<file path="src/rtl/box_render_pkg.sv">
// Shared constants for the box renderer: palette, error colour, darkening.
// Imported by box_hit and box_render.
package box_render_pkg;

   localparam logic [11:0] ERR_RGB = 12'hF0F;

   localparam logic [11:0] PALETTE [0:23] = '{
      12'hFFF, 12'hF00, 12'hFF0, 12'h0F0,
      12'h0FF, 12'h888, 12'hF80, 12'h00F,
      12'h800, 12'h080, 12'h008, 12'h880,
      12'h088, 12'h808, 12'h444, 12'hCCC,
      12'hF88, 12'h8F8, 12'h88F, 12'hFC0,
      12'h0CF, 12'hC0F, 12'h6A2, 12'h2A6
   };

   // Halve each 4-bit channel of {R,G,B}.
   function automatic logic [11:0] darken(input logic [11:0] c);
      return {1'b0, c[11:9], 1'b0, c[7:5], 1'b0, c[3:1]};
   endfunction

endpackage

</file>
<file path="src/rtl/box_render_if.sv">
// Pixel stream bundle: coordinate in, coloured pixel out.
// master drives i_pix_*, slave (the renderer) drives o_*.
interface box_render_if;
   import box_render_pkg::*;

   logic        i_pix_valid;
   logic [9:0]  i_pix_x;
   logic [9:0]  i_pix_y;
   logic [11:0] o_rgb;
   logic        o_rgb_valid;
   logic        o_hit1;
   logic        o_hit2;

   modport master (
      output i_pix_valid, i_pix_x, i_pix_y,
      input  o_rgb, o_rgb_valid, o_hit1, o_hit2
   );

   modport slave (
      input  i_pix_valid, i_pix_x, i_pix_y,
      output o_rgb, o_rgb_valid, o_hit1, o_hit2
   );

endinterface

</file>
<file path="src/rtl/box_hit.sv">
// Combinational box hit / border test for one box.
// Ports: pix_x/pix_y pixel, box_x/box_y top-left; hit, border out.
module box_hit
   import box_render_pkg::*;
#(
   parameter int BOX_W = 64,
   parameter int BOX_H = 48
) (
   input  logic [9:0] pix_x,
   input  logic [9:0] pix_y,
   input  logic [9:0] box_x,
   input  logic [9:0] box_y,
   output logic       hit,
   output logic       border
);

   // 11-bit ends so a box past 1023 never wraps to low coordinates.
   logic [10:0] x_end;
   logic [10:0] y_end;
   logic [10:0] px;
   logic [10:0] py;
   logic        in_x;
   logic        in_y;
   logic        edge_x;
   logic        edge_y;

   assign px     = {1'b0, pix_x};
   assign py     = {1'b0, pix_y};
   assign x_end  = {1'b0, box_x} + 11'(BOX_W - 1);
   assign y_end  = {1'b0, box_y} + 11'(BOX_H - 1);
   assign in_x   = (pix_x >= box_x) && (px <= x_end);
   assign in_y   = (pix_y >= box_y) && (py <= y_end);
   assign edge_x = (pix_x == box_x) || (px == x_end);
   assign edge_y = (pix_y == box_y) || (py == y_end);
   assign hit    = in_x && in_y;
   assign border = hit && (edge_x || edge_y);

endmodule

</file>
<file path="src/rtl/box_render.sv">
// Two-stage per-pixel box renderer with per-frame shadow registers.
// Ports: clk_machine, rst_machine (async low), frame/box config, pix bus.
module box_render
   import box_render_pkg::*;
#(
   parameter int          BOX_W    = 64,
   parameter int          BOX_H    = 48,
   parameter logic [11:0] BG_RGB   = 12'hCCE,
   parameter int          PAL_SIZE = 24
) (
   input  logic       clk_machine,
   input  logic       rst_machine,
   input  logic       i_frame_start,
   input  logic [4:0] i_color_index1,
   input  logic [4:0] i_color_index2,
   input  logic [9:0] i_box1_x,
   input  logic [9:0] i_box1_y,
   input  logic [9:0] i_box2_x,
   input  logic [9:0] i_box2_y,
   box_render_if.slave pix
);

   // Shadow registers, loaded only on frame start to avoid tearing.
   logic [4:0] sh_idx1;
   logic [4:0] sh_idx2;
   logic [9:0] sh_b1x;
   logic [9:0] sh_b1y;
   logic [9:0] sh_b2x;
   logic [9:0] sh_b2y;

   always_ff @(posedge clk_machine or negedge rst_machine) begin
      if (!rst_machine) begin
         sh_idx1 <= '0;
         sh_idx2 <= '0;
         sh_b1x  <= '0;
         sh_b1y  <= '0;
         sh_b2x  <= '0;
         sh_b2y  <= '0;
      end else if (i_frame_start) begin
         sh_idx1 <= i_color_index1;
         sh_idx2 <= i_color_index2;
         sh_b1x  <= i_box1_x;
         sh_b1y  <= i_box1_y;
         sh_b2x  <= i_box2_x;
         sh_b2y  <= i_box2_y;
      end
   end

   logic hit1;
   logic hit2;
   logic bdr1;
   logic bdr2;

   box_hit #(.BOX_W(BOX_W), .BOX_H(BOX_H)) u_hit1 (
      .pix_x  (pix.i_pix_x),
      .pix_y  (pix.i_pix_y),
      .box_x  (sh_b1x),
      .box_y  (sh_b1y),
      .hit    (hit1),
      .border (bdr1)
   );

   box_hit #(.BOX_W(BOX_W), .BOX_H(BOX_H)) u_hit2 (
      .pix_x  (pix.i_pix_x),
      .pix_y  (pix.i_pix_y),
      .box_x  (sh_b2x),
      .box_y  (sh_b2y),
      .hit    (hit2),
      .border (bdr2)
   );

   // Stage 1 selection: box 1 drawn over box 2.
   logic [4:0] sel_idx_n;
   logic       sel_border_n;
   logic       sel_bg_n;

   always_comb begin
      sel_idx_n    = '0;
      sel_border_n = 1'b0;
      sel_bg_n     = 1'b0;
      if (hit1) begin
         sel_idx_n    = sh_idx1;
         sel_border_n = bdr1;
      end else if (hit2) begin
         sel_idx_n    = sh_idx2;
         sel_border_n = bdr2;
      end else begin
         sel_bg_n     = 1'b1;
      end
   end

   logic [4:0] s1_idx;
   logic       s1_border;
   logic       s1_bg;
   logic       s1_hit1;
   logic       s1_hit2;
   logic       s1_valid;

   always_ff @(posedge clk_machine or negedge rst_machine) begin
      if (!rst_machine) begin
         s1_idx    <= '0;
         s1_border <= 1'b0;
         s1_bg     <= 1'b0;
         s1_hit1   <= 1'b0;
         s1_hit2   <= 1'b0;
         s1_valid  <= 1'b0;
      end else begin
         s1_idx    <= sel_idx_n;
         s1_border <= sel_border_n;
         s1_bg     <= sel_bg_n;
         s1_hit1   <= hit1;
         s1_hit2   <= hit2;
         s1_valid  <= pix.i_pix_valid;
      end
   end

   // Stage 2 colour lookup; invalid pixels blank to zero.
   logic [11:0] rgb_n;
   logic [11:0] pal_rgb;

   always_comb begin
      rgb_n   = '0;
      pal_rgb = '0;
      if (s1_valid) begin
         if (s1_bg) begin
            rgb_n = BG_RGB;
         end else if (32'(s1_idx) >= PAL_SIZE) begin
            rgb_n = ERR_RGB;
         end else begin
            pal_rgb = PALETTE[s1_idx];
            rgb_n   = s1_border ? darken(pal_rgb) : pal_rgb;
         end
      end
   end

   always_ff @(posedge clk_machine or negedge rst_machine) begin
      if (!rst_machine) begin
         pix.o_rgb       <= '0;
         pix.o_rgb_valid <= 1'b0;
         pix.o_hit1      <= 1'b0;
         pix.o_hit2      <= 1'b0;
      end else begin
         pix.o_rgb       <= rgb_n;
         pix.o_rgb_valid <= s1_valid;
         pix.o_hit1      <= s1_valid && s1_hit1;
         pix.o_hit2      <= s1_valid && s1_hit2;
      end
   end

endmodule

</file>
<file path="src/flat_wrapper.sv">
// flat-port wrapper written by rule: the top's interface ports become plain ports
module box_render_flat import box_render_pkg::*;
#(
   parameter int          BOX_W    = 64,
   parameter int          BOX_H    = 48,
   parameter logic [11:0] BG_RGB   = 12'hCCE,
   parameter int          PAL_SIZE = 24
)
  (clk_machine, rst_machine, i_frame_start, i_color_index1, i_color_index2, i_box1_x, i_box1_y, i_box2_x, i_box2_y, pix_i_pix_valid, pix_i_pix_x, pix_i_pix_y, pix_o_rgb, pix_o_rgb_valid, pix_o_hit1, pix_o_hit2);
  box_render_if pix_i ();
  input  logic clk_machine;
  input  logic rst_machine;
  input  logic i_frame_start;
  input  logic [4:0] i_color_index1;
  input  logic [4:0] i_color_index2;
  input  logic [9:0] i_box1_x;
  input  logic [9:0] i_box1_y;
  input  logic [9:0] i_box2_x;
  input  logic [9:0] i_box2_y;
  input wire logic [$bits(pix_i.i_pix_valid)-1:0] pix_i_pix_valid;
  input wire logic [$bits(pix_i.i_pix_x)-1:0] pix_i_pix_x;
  input wire logic [$bits(pix_i.i_pix_y)-1:0] pix_i_pix_y;
  output wire logic [$bits(pix_i.o_rgb)-1:0] pix_o_rgb;
  output wire logic [$bits(pix_i.o_rgb_valid)-1:0] pix_o_rgb_valid;
  output wire logic [$bits(pix_i.o_hit1)-1:0] pix_o_hit1;
  output wire logic [$bits(pix_i.o_hit2)-1:0] pix_o_hit2;
  assign pix_i.i_pix_valid = pix_i_pix_valid;
  assign pix_i.i_pix_x = pix_i_pix_x;
  assign pix_i.i_pix_y = pix_i_pix_y;
  assign pix_o_rgb = pix_i.o_rgb;
  assign pix_o_rgb_valid = pix_i.o_rgb_valid;
  assign pix_o_hit1 = pix_i.o_hit1;
  assign pix_o_hit2 = pix_i.o_hit2;
  box_render #(.BOX_W(BOX_W), .BOX_H(BOX_H), .BG_RGB(BG_RGB), .PAL_SIZE(PAL_SIZE)) u_core (.clk_machine(clk_machine), .rst_machine(rst_machine), .i_frame_start(i_frame_start), .i_color_index1(i_color_index1), .i_color_index2(i_color_index2), .i_box1_x(i_box1_x), .i_box1_y(i_box1_y), .i_box2_x(i_box2_x), .i_box2_y(i_box2_y), .pix(pix_i));
endmodule
</file>
<file path="config.mk">
export PLATFORM = sky130hd
export DESIGN_NAME = box_render_flat
export DESIGN_NICKNAME = d
export VERILOG_FILES = /design/src/rtl/box_render_pkg.sv /design/src/rtl/box_render_if.sv /design/src/rtl/box_hit.sv /design/src/rtl/box_render.sv /design/src/flat_wrapper.sv
export SDC_FILE = /design/constraint.sdc
export NUM_CORES = 1
export LEC_CHECK = 0
export CAP_MARGIN = 0
export CORE_ASPECT_RATIO = 1.75
export CORE_MARGIN = 3
export CORE_UTILIZATION = 50
export CTS_CLUSTER_SIZE = 12
export DETAILED_ROUTE_END_ITERATION = 8
export GPL_ROUTABILITY_DRIVEN = 0
export PLACE_DENSITY = 0.79
export RECOVER_POWER = 100
export SYNTH_ARGS = -nofsm -noshare
export SYNTH_HDL_FRONTEND = slang
export SYNTH_SLANG_ARGS = --single-unit
export TNS_END_PERCENT = 20
</file>
<file path="constraint.sdc">
create_clock -name clk_machine -period 3.8 [get_ports clk_machine]
set_input_delay 0.76 -clock clk_machine [delete_from_list [all_inputs] [get_ports clk_machine]]
set_output_delay 0.76 -clock clk_machine [all_outputs]
set_load 0.005 [all_outputs]
</file>
==> load_flow_metrics.sql, run 1 <==
INSERT INTO impl_metrics (metric_group, metric, value, unit) VALUES
('status', 'status', 'finished, violations left', ''),
('status', 'failing_checks', 'capacitance limit, slew limit', ''),
('synthesis', 'synth_adder_area_share', '19.19', '%'),
('clocking', 'number_of_gates_resized_after_cts', '0', ''),
('setup_path', 'number_of_buffers_and_inverters_on_the_critical_path', '1', ''),
('global_routing', 'first_global_vias', '5130', ''),
('clocking', 'clock_sink_count', '75', ''),
('job', 'cap_viol_max_count', '2', ''),
('power', 'ir_drop', '0.3778', 'mV'),
('synthesis', 'synth_simple_gate_area_share', '16.90', '%'),
('synthesis', 'synth_xor_area_share', '4.732', '%'),
('global_routing', 'grt_start_max_net_pins', '76', ''),
('global_routing', 'antenna_found_initial', '0', ''),
('floorplan', 'placeableCoreArea', '0.01117', 'mm2'),
('synthesis', 'avgSynthCellArea', '9.181', 'um2'),
('finish', 'area_delta_synth_final', '21.43', '%'),
('floorplan', 'rows', '51', ''),
('synthesis', 'post_synth_inst_count', '625', ''),
('floorplan', 'chip_width', '86.98', 'um'),
('setup_path', 'critical-path-top-delay-family', 'compound AO/OA/AOI/OAI gates', ''),
('drt', 'post_drt_wl_per_cell', '16.49', 'um'),
('floorplan', 'die_area', '0.01285', 'mm2'),
('timing', 'totalNegativeSetupSlack', '0', 'ns'),
('power', 'leak_pwr', '0.003160', 'uW'),
('synthesis', 'synth-compound-area-share', '18.88', '%'),
('power', 'cellPowerDensity', '386.9', 'mW/mm2'),
('clocking', 'post-cts-setup-buffer-count', '0', ''),
('timing', 'worst_slew_margin_rel', '-32.77', '%'),
('floorplan', 'num_io_pins', '89', ''),
('finish', 'layout.filler_cells', '955', ''),
('floorplan', 'start_util', '51.38', '%'),
('timing', 'grt_setup_unrepaired', 'no', ''),
('setup_path', 'critPathCaptureType', 'flip-flop', ''),
('clocking', 'cts_max_path_buffers', '2', ''),
('synthesis', 'synth-async-reset-ratio', '100.0', '%'),
('timing', 'timing.clock.skew', '0.005779', 'ns'),
('clocking', 'tritoncts.num_buffers', '9', ''),
('global_routing', 'grt_use_total', '22.28', '%'),
('setup_path', 'crit_top_cell', 'sky130_fd_sc_hd__ha_1', ''),
('drt', 'drc', '0', ''),
('finish', 'post_route_cells_drive_above_1_share', '5.501', '%'),
('timing', 'hold_slack', '0.4677', 'ns'),
('synthesis', 'synth_cell_type_count', '61', ''),
('synthesis', 'ys_seq_area_share', '32.71', '%'),
('drt', 'routed_via_count', '4928', ''),
('setup_path', 'cp_max_stage_cell', 'sky130_fd_sc_hd__or3b_1', ''),
('synthesis', 'synth_top_family_by_area', 'adder cells', ''),
('timing', 'finalWorstSetupSlack', '0.3971', 'ns'),
('setup_path', 'worstSetupStartpointType', 'flip-flop', ''),
('timing', 'final_min_period_over_clock_period', '89.55', '%'),
('synthesis', 'yosys_warnings', '0', ''),
('clocking', 'root_buffer', 'sky130_fd_sc_hd__clkbuf_16', ''),
('synthesis', 'synth.ff_latch_count', '75', ''),
('global_routing', 'grt_pass1_wl', '23070', 'um'),
('placed_design', 'place.port_buffers', '88', ''),
('drt', 'routed_wirelength', '13870', 'um'),
('drt', 'drtPass1Iterations', '7', ''),
('worst_hold_path', 'timing.hold.worst.class', 'flip-flop to flip-flop', ''),
('timing', 'finalMaxSlewViolations', '127', ''),
('finish', 'num_antenna_cells', '0', ''),
('setup_path', 'worstSetupPathType', 'flip-flop to flip-flop', ''),
('timing', 'setup_viol_count_final', '0', ''),
('clocking', 'post_cts_hold_buffer_count', '0', ''),
('finish', 'layout_commonest_cell', 'sky130_fd_sc_hd__ha_1', ''),
('synthesis', 'yosys-mux-area-fraction', '2.508', '%'),
('setup_path', 'cpPeakStageDelay', '0.44', 'ns'),
('synthesis', 'syn_nets', '787', ''),
('timing', 'finalWorstPathRequiredPeriod', '3.403', 'ns'),
('timing', 'tightestPinTransition', '1.992', 'ns'),
('finish', 'layoutNonFillerInstCount', '841', ''),
('placed_design', 'placed_cells_incl_taps', '826', '');
[sequential cells by signal (all words and copies together) (netlist names), 5 cells and up]
signal / count
u_core.sh_b1x: 10
u_core.sh_b2y: 10
u_core.pix.o_rgb: 12
u_core.sh_b2x: 10
u_core.sh_b1y: 10
u_core.s1_idx: 5
u_core.sh_idx2: 5
u_core.sh_idx1: 5
[layer usage]
metal	track usage [%]	share of wire (%)	vias up
li1	-	-	2416
met1	22.91	38	2324
met2	42.35	55	145
met3	3.514	3.8	43
met4	10.22	3.5	0
met5	0	0	-
[final cells by class]
| cell class | count | area [um2] | area share, % |
|---|---|---|---|
| Multi-Input combinational cell | 480 | 3538 | 50.78 |
| Timing Repair Buffer | 89 | 882.1 | 12.66 |
| Inverter | 50 | 215.2 | 3.089 |
| Clock inverter | 6 | 65.06 | 0.9337 |
| Tap cell | 132 | 165.2 | 2.370 |
| Sequential cell | 75 | 1877 | 26.93 |
| Clock buffer | 9 | 225.2 | 3.232 |
[worst register-to-register path, delay by kind of cell, from the launching register on]
kind / cells / cell delay, ns
AO/OA/AOI/OAI: 6 / 1.30
AND/OR/NAND/NOR: 3 / 0.91
adder cells (fa/ha/maj): 2 / 0.49
flip-flops: 1 / 0.40
XOR/XNOR: 1 / 0.12
buffers and inverters: 1 / 0.11
[kinds of logic (layout without fill, tap and decap cells)]
family	after synthesis	after routing
XOR/XNOR	31	31
multiplexers	13	13
adder cells (fa/ha/maj)	88	88
buffers and inverters	70	154
AND/OR/NAND/NOR	180	180
AO/OA/AOI/OAI	168	168
flip-flops	75	75
[cell usage after synthesis (7+ instances only)]
library cell,instances,share of area (%)
sky130_fd_sc_hd__clkbuf_1,19,1.2
sky130_fd_sc_hd__mux2_2,11,2.2
sky130_fd_sc_hd__a21oi_1,29,2.5
sky130_fd_sc_hd__nor2b_1,7,0.76
sky130_fd_sc_hd__xnor2_1,31,4.7
sky130_fd_sc_hd__and4_1,9,1.4
sky130_fd_sc_hd__dfrtp_1,75,33
sky130_fd_sc_hd__and2_1,7,0.76
sky130_fd_sc_hd__nand3_1,8,0.70
sky130_fd_sc_hd__nand4_1,18,2.0
sky130_fd_sc_hd__ha_1,88,19
sky130_fd_sc_hd__o21ai_0,62,5.4
sky130_fd_sc_hd__nand2b_1,9,0.98
sky130_fd_sc_hd__a211oi_1,11,1.4
sky130_fd_sc_hd__inv_1,45,2.9
sky130_fd_sc_hd__nor2_1,17,1.1
sky130_fd_sc_hd__a21o_1,11,1.4
sky130_fd_sc_hd__nor3_1,14,1.2
sky130_fd_sc_hd__nand2_1,69,4.5
[final timing paths]
kind,from,endpoint,slack [ns],depth (start not counted)
max in group asynchronous,rst_machine,u_core.sh_idx2[3]$_DFFE_PN0P_,1.79,1
min in group asynchronous,rst_machine,u_core.sh_b2y[2]$_DFFE_PN0P_,0.92,1
worst min register to register,u_core.s1_hit1$_DFF_PN0_,u_core.pix.o_hit1$_DFF_PN0_,0.47,1
worst min-delay path,u_core.s1_hit1$_DFF_PN0_,u_core.pix.o_hit1$_DFF_PN0_,0.47,1
worst max register to register,u_core.sh_b2y[0]$_DFFE_PN0P_,u_core.s1_idx[3]$_DFF_PN0_,0.40,13
worst max-delay path,u_core.sh_b2y[0]$_DFFE_PN0P_,u_core.s1_idx[3]$_DFF_PN0_,0.40,13
[report_power, final]
| group | switching [uW] | internal (uW) |
|---|---|---|
| clock | 336 | 505 |
| sequential | 82.5 | 879 |
| combinational | 464 | 429 |
[through the flow]
stage	util [%]	total power [uW]	cell area (um2)
after floorplan	-	1570	5738
after global placement	60.18	1827	6720
after detailed placement	60.18	1873	6720
after CTS	62.78	2735	7010
after global routing	62.40	2864	6968
final	62.40	2696	6968
Power figures use the tool's default switching activity.
==> run 2, diff against run 1 <==
- PLACE_DENSITY: 0.79 -> default
- PLACE_DENSITY_LB_ADDON: default -> 0.15
==> run 2 against run 1 <==
Against the previous run:
- the run still ends with capacitance limit, slew limit left
- first-iteration DRC count shrank 2.4%
- sequential power is essentially flat
- wire length shrank 3.0%
- critical path depth is the same
- final area shrank 0.13%
- clock power shrank 2%
- total power shrank 1.4%
- clock-buffer cell count grew 2
- largest cell class unchanged
- register-to-register slack gained 0.04 ns
- fmax grew 1.3%
==> load_flow_metrics.sql, run 2 (synthesized netlist as in run 1, its figures left out) <==
INSERT INTO impl_metrics (metric_group, metric, value, unit) VALUES
('clocking', 'cts_max_path_buffers', '2', ''),
('finish', 'layoutNonFillerInstCount', '842', ''),
('power', 'cell_int_power', '1782', 'uW'),
('status', 'status', 'finished, violations left', ''),
('drt', 'count_of_nets_left_with_antenna_violations_after_detail_routing', '0', ''),
('finish', 'largest_register', 'u_core.pix.o_rgb', ''),
('floorplan', 'placeableCoreArea', '0.01117', 'mm2'),
('setup_path', 'worst_ep_required_time', '4.08', 'ns'),
('timing', 'tightestPinTransition', '1.980', 'ns'),
('power', 'ir_drop', '0.3097', 'mV'),
('finish', 'postLayoutCoreUtil', '62.32', '%'),
('drt', 'drtPass1Iterations', '4', ''),
('timing', 'finalWorstPathRequiredPeriod', '3.359', 'ns'),
('global_routing', 'antenna_found_initial', '0', ''),
('setup_path', 'cpPeakStageDelay', '0.45', 'ns'),
('setup_path', 'cp_max_stage_cell', 'sky130_fd_sc_hd__nor3b_2', ''),
('drt', 'post_drt_wl_per_cell', '15.97', 'um'),
('setup_path', 'worstSetupPathType', 'flip-flop to flip-flop', ''),
('floorplan', 'rows', '51', ''),
('job', 'cap_viol_max_count', '2', ''),
('clocking', 'clock_sink_count', '75', ''),
('power', 'switching_power', '874.6', 'uW'),
('clocking', 'post_cts_hold_buffer_count', '0', ''),
('power', 'clock_group_share_of_total_power', '31.0', '%'),
('setup_path', 'worst_ep_arrival_time', '3.64', 'ns'),
('timing', 'final_min_period_over_clock_period', '88.40', '%'),
('global_routing', 'grt_pass1_wl', '22370', 'um'),
('timing', 'worst_slew_margin_rel', '-32.02', '%'),
('setup_path', 'worstRegToRegCells', '13', ''),
('finish', 'most-common-layout-cells', '88 x sky130_fd_sc_hd__ha_1, 75 x sky130_fd_sc_hd__dfrtp_1, 70 x sky130_fd_sc_hd__clkdlybuf4s50_1, 69 x sky130_fd_sc_hd__nand2_1, 64 x sky130_fd_sc_hd__o21ai_0', ''),
('finish', 'area_delta_synth_final', '21.28', '%'),
('power', 'leak_pwr', '0.003152', 'uW'),
('timing', 'max_freq', '0.2977', 'GHz'),
('drt', 'routed_via_count', '4818', ''),
('timing', 'grt_setup_unrepaired', 'no', ''),
('clocking', 'htree_num_levels', '3', ''),
('global_routing', 'grt_start_max_net_pins', '76', ''),
('power', 'p_sw_share', '32.92', '%'),
('clocking', 'root_buffer', 'sky130_fd_sc_hd__clkbuf_16', ''),
('timing', 'setup_viol_count_final', '0', ''),
('drt', 'vias_per_cell', '5.722', ''),
('clocking', 'later_pin_clock_latency_in_the_skew_report', '0.34', 'ns'),
('finish', 'layout.filler_cells', '985', ''),
('drt', 'drc', '0', ''),
('finish', 'post_route_cells_drive_above_1_share', '6.056', '%'),
('floorplan', 'die_h', '147.7', 'um'),
('finish', 'layout_commonest_cell', 'sky130_fd_sc_hd__ha_1', ''),
('placed_design', 'place.port_buffers', '88', ''),
('timing', 'finalMaxSlewViolations', '128', ''),
('floorplan', 'die_area', '0.01285', 'mm2'),
('finish', 'num_antenna_cells', '0', ''),
('clocking', 'tritoncts.num_buffers', '9', ''),
('finish', 'final_nets', '867', ''),
('setup_path', 'critPathCaptureType', 'flip-flop', ''),
('power', 'comb_power_share', '32.8', '%'),
('timing', 'totalNegativeSetupSlack', '0', 'ns'),
('status', 'failing_checks', 'capacitance limit, slew limit', ''),
('floorplan', 'chip_width', '86.98', 'um'),
('drt', 'drt_iter0_drc', '206', ''),
('placed_design', 'placed_cells_incl_taps', '826', ''),
('placed_design', 'hpwl_after_dpl', '10710', 'um'),
('timing', 'timing_hold_violations_final', '0', ''),
('power', 'seqPwrFrac', '36.2', '%'),
('worst_hold_path', 'timing.hold.worst.class', 'flip-flop to flip-flop', ''),
('setup_path', 'crit_top_cell', 'sky130_fd_sc_hd__ha_1', ''),
('drt', 'routed_wirelength', '13450', 'um'),
('clocking', 'clk_transition_reported_paths', '0.06', 'ns'),
('setup_path', 'worstPathMaxFanout', '7', ''),
('setup_path', 'worstSetupStartpointType', 'flip-flop', ''),
('global_routing', 'gr-total-overflow', '0', ''),
('clocking', 'clock_tree_from_tritoncts', 'done', ''),
('finish', 'largest_register_ffs', '12', ''),
('timing', 'timing.clock.skew', '0.008178', 'ns'),
('clocking', 'number_of_gates_resized_after_cts', '0', ''),
('clocking', 'post-cts-setup-buffer-count', '0', ''),
('floorplan', 'start_util', '51.38', '%'),
('power', 'cellPowerDensity', '381.8', 'mW/mm2'),
('worst_hold_path', 'worstHoldPathCells', '1', ''),
('global_routing', 'first_global_vias', '4934', ''),
('global_routing', 'grt_use_total', '21.76', '%'),
('setup_path', 'crit_path_cell_trace', 'inv_1 > ha_1 > or3b_4 > a21oi_4 > nor2_1 > xnor2_1 > ha_1 > a21o_1 > a211o_1 > a211oi_2 > o32ai_1 > nor3b_2 > a31o_1', ''),
('floorplan', 'num_io_pins', '89', '');
[run 2: through the flow]
stage	area, um2	power (uW)	hold slack (ns)	setup slack (ns)
after global placement	6708	1830	0.4511	0.6252
after global routing	6959	2849	0.4780	0.1804
after detailed placement	6708	1867	0.4487	0.4983
after floorplan	5738	1570	0.3731	0.7814
final	6959	2657	0.4597	0.4407
after CTS	6995	2710	0.4623	0.4881
[run 2: layer usage]
layer	wire length, um	GRT usage, %
met1	5141	23.60
met2	7434	41.21
met3	570	2.956
met4	301	8.268
met5	0	0
[run 2: critical path, delay by kind of cell (launching register included)]
kind	cells	cell delay [ns]
adders and majority gates	2	0.50
buffers and inverters	1	0.11
DFF	1	0.40
AOI/OAI and AO/OA	6	1.22
xor gates and xnor gates	1	0.12
and+or+nand+nor	3	0.95
[run 2: final timing paths]
check                                             startpoint                            to  slack [ns]
min in group asynchronous                        rst_machine  u_core.sh_b2y[2]$_DFFE_PN0P_        0.91
worst max register to register  u_core.sh_b2y[0]$_DFFE_PN0P_    u_core.s1_idx[3]$_DFF_PN0_        0.44
max in group asynchronous                        rst_machine  u_core.sh_b1x[1]$_DFFE_PN0P_        1.77
worst max-delay path            u_core.sh_b2y[0]$_DFFE_PN0P_    u_core.s1_idx[3]$_DFF_PN0_        0.44
worst min register to register      u_core.s1_hit1$_DFF_PN0_   u_core.pix.o_hit1$_DFF_PN0_        0.46
worst min-delay path                u_core.s1_hit1$_DFF_PN0_   u_core.pix.o_hit1$_DFF_PN0_        0.46
[run 2: cell type report]
type                            instances  area, um2  share of cell area (%)
Clock buffer                           11      252.7                   3.632
Tap cell                              132      165.2                   2.373
Inverter                               50      215.2                   3.092
Clock inverter                          5      35.03                  0.5034
Multi-Input combinational cell        480       3540                   50.86
Timing Repair Buffer                   89      874.6                   12.57
Sequential cell                        75       1877                   26.97
[run 2: power groups by stage]
stage / clock network, uW / registers, uW / logic, uW
2_1_floorplan: 0 / 938 / 632
3_3_place_gp: 0 / 972 / 858
3_5_place_dp: 0 / 975 / 892
4_1_cts: 846 / 962 / 902
5_1_grt: 882 / 974 / 993
6_report: 823 / 961 / 872
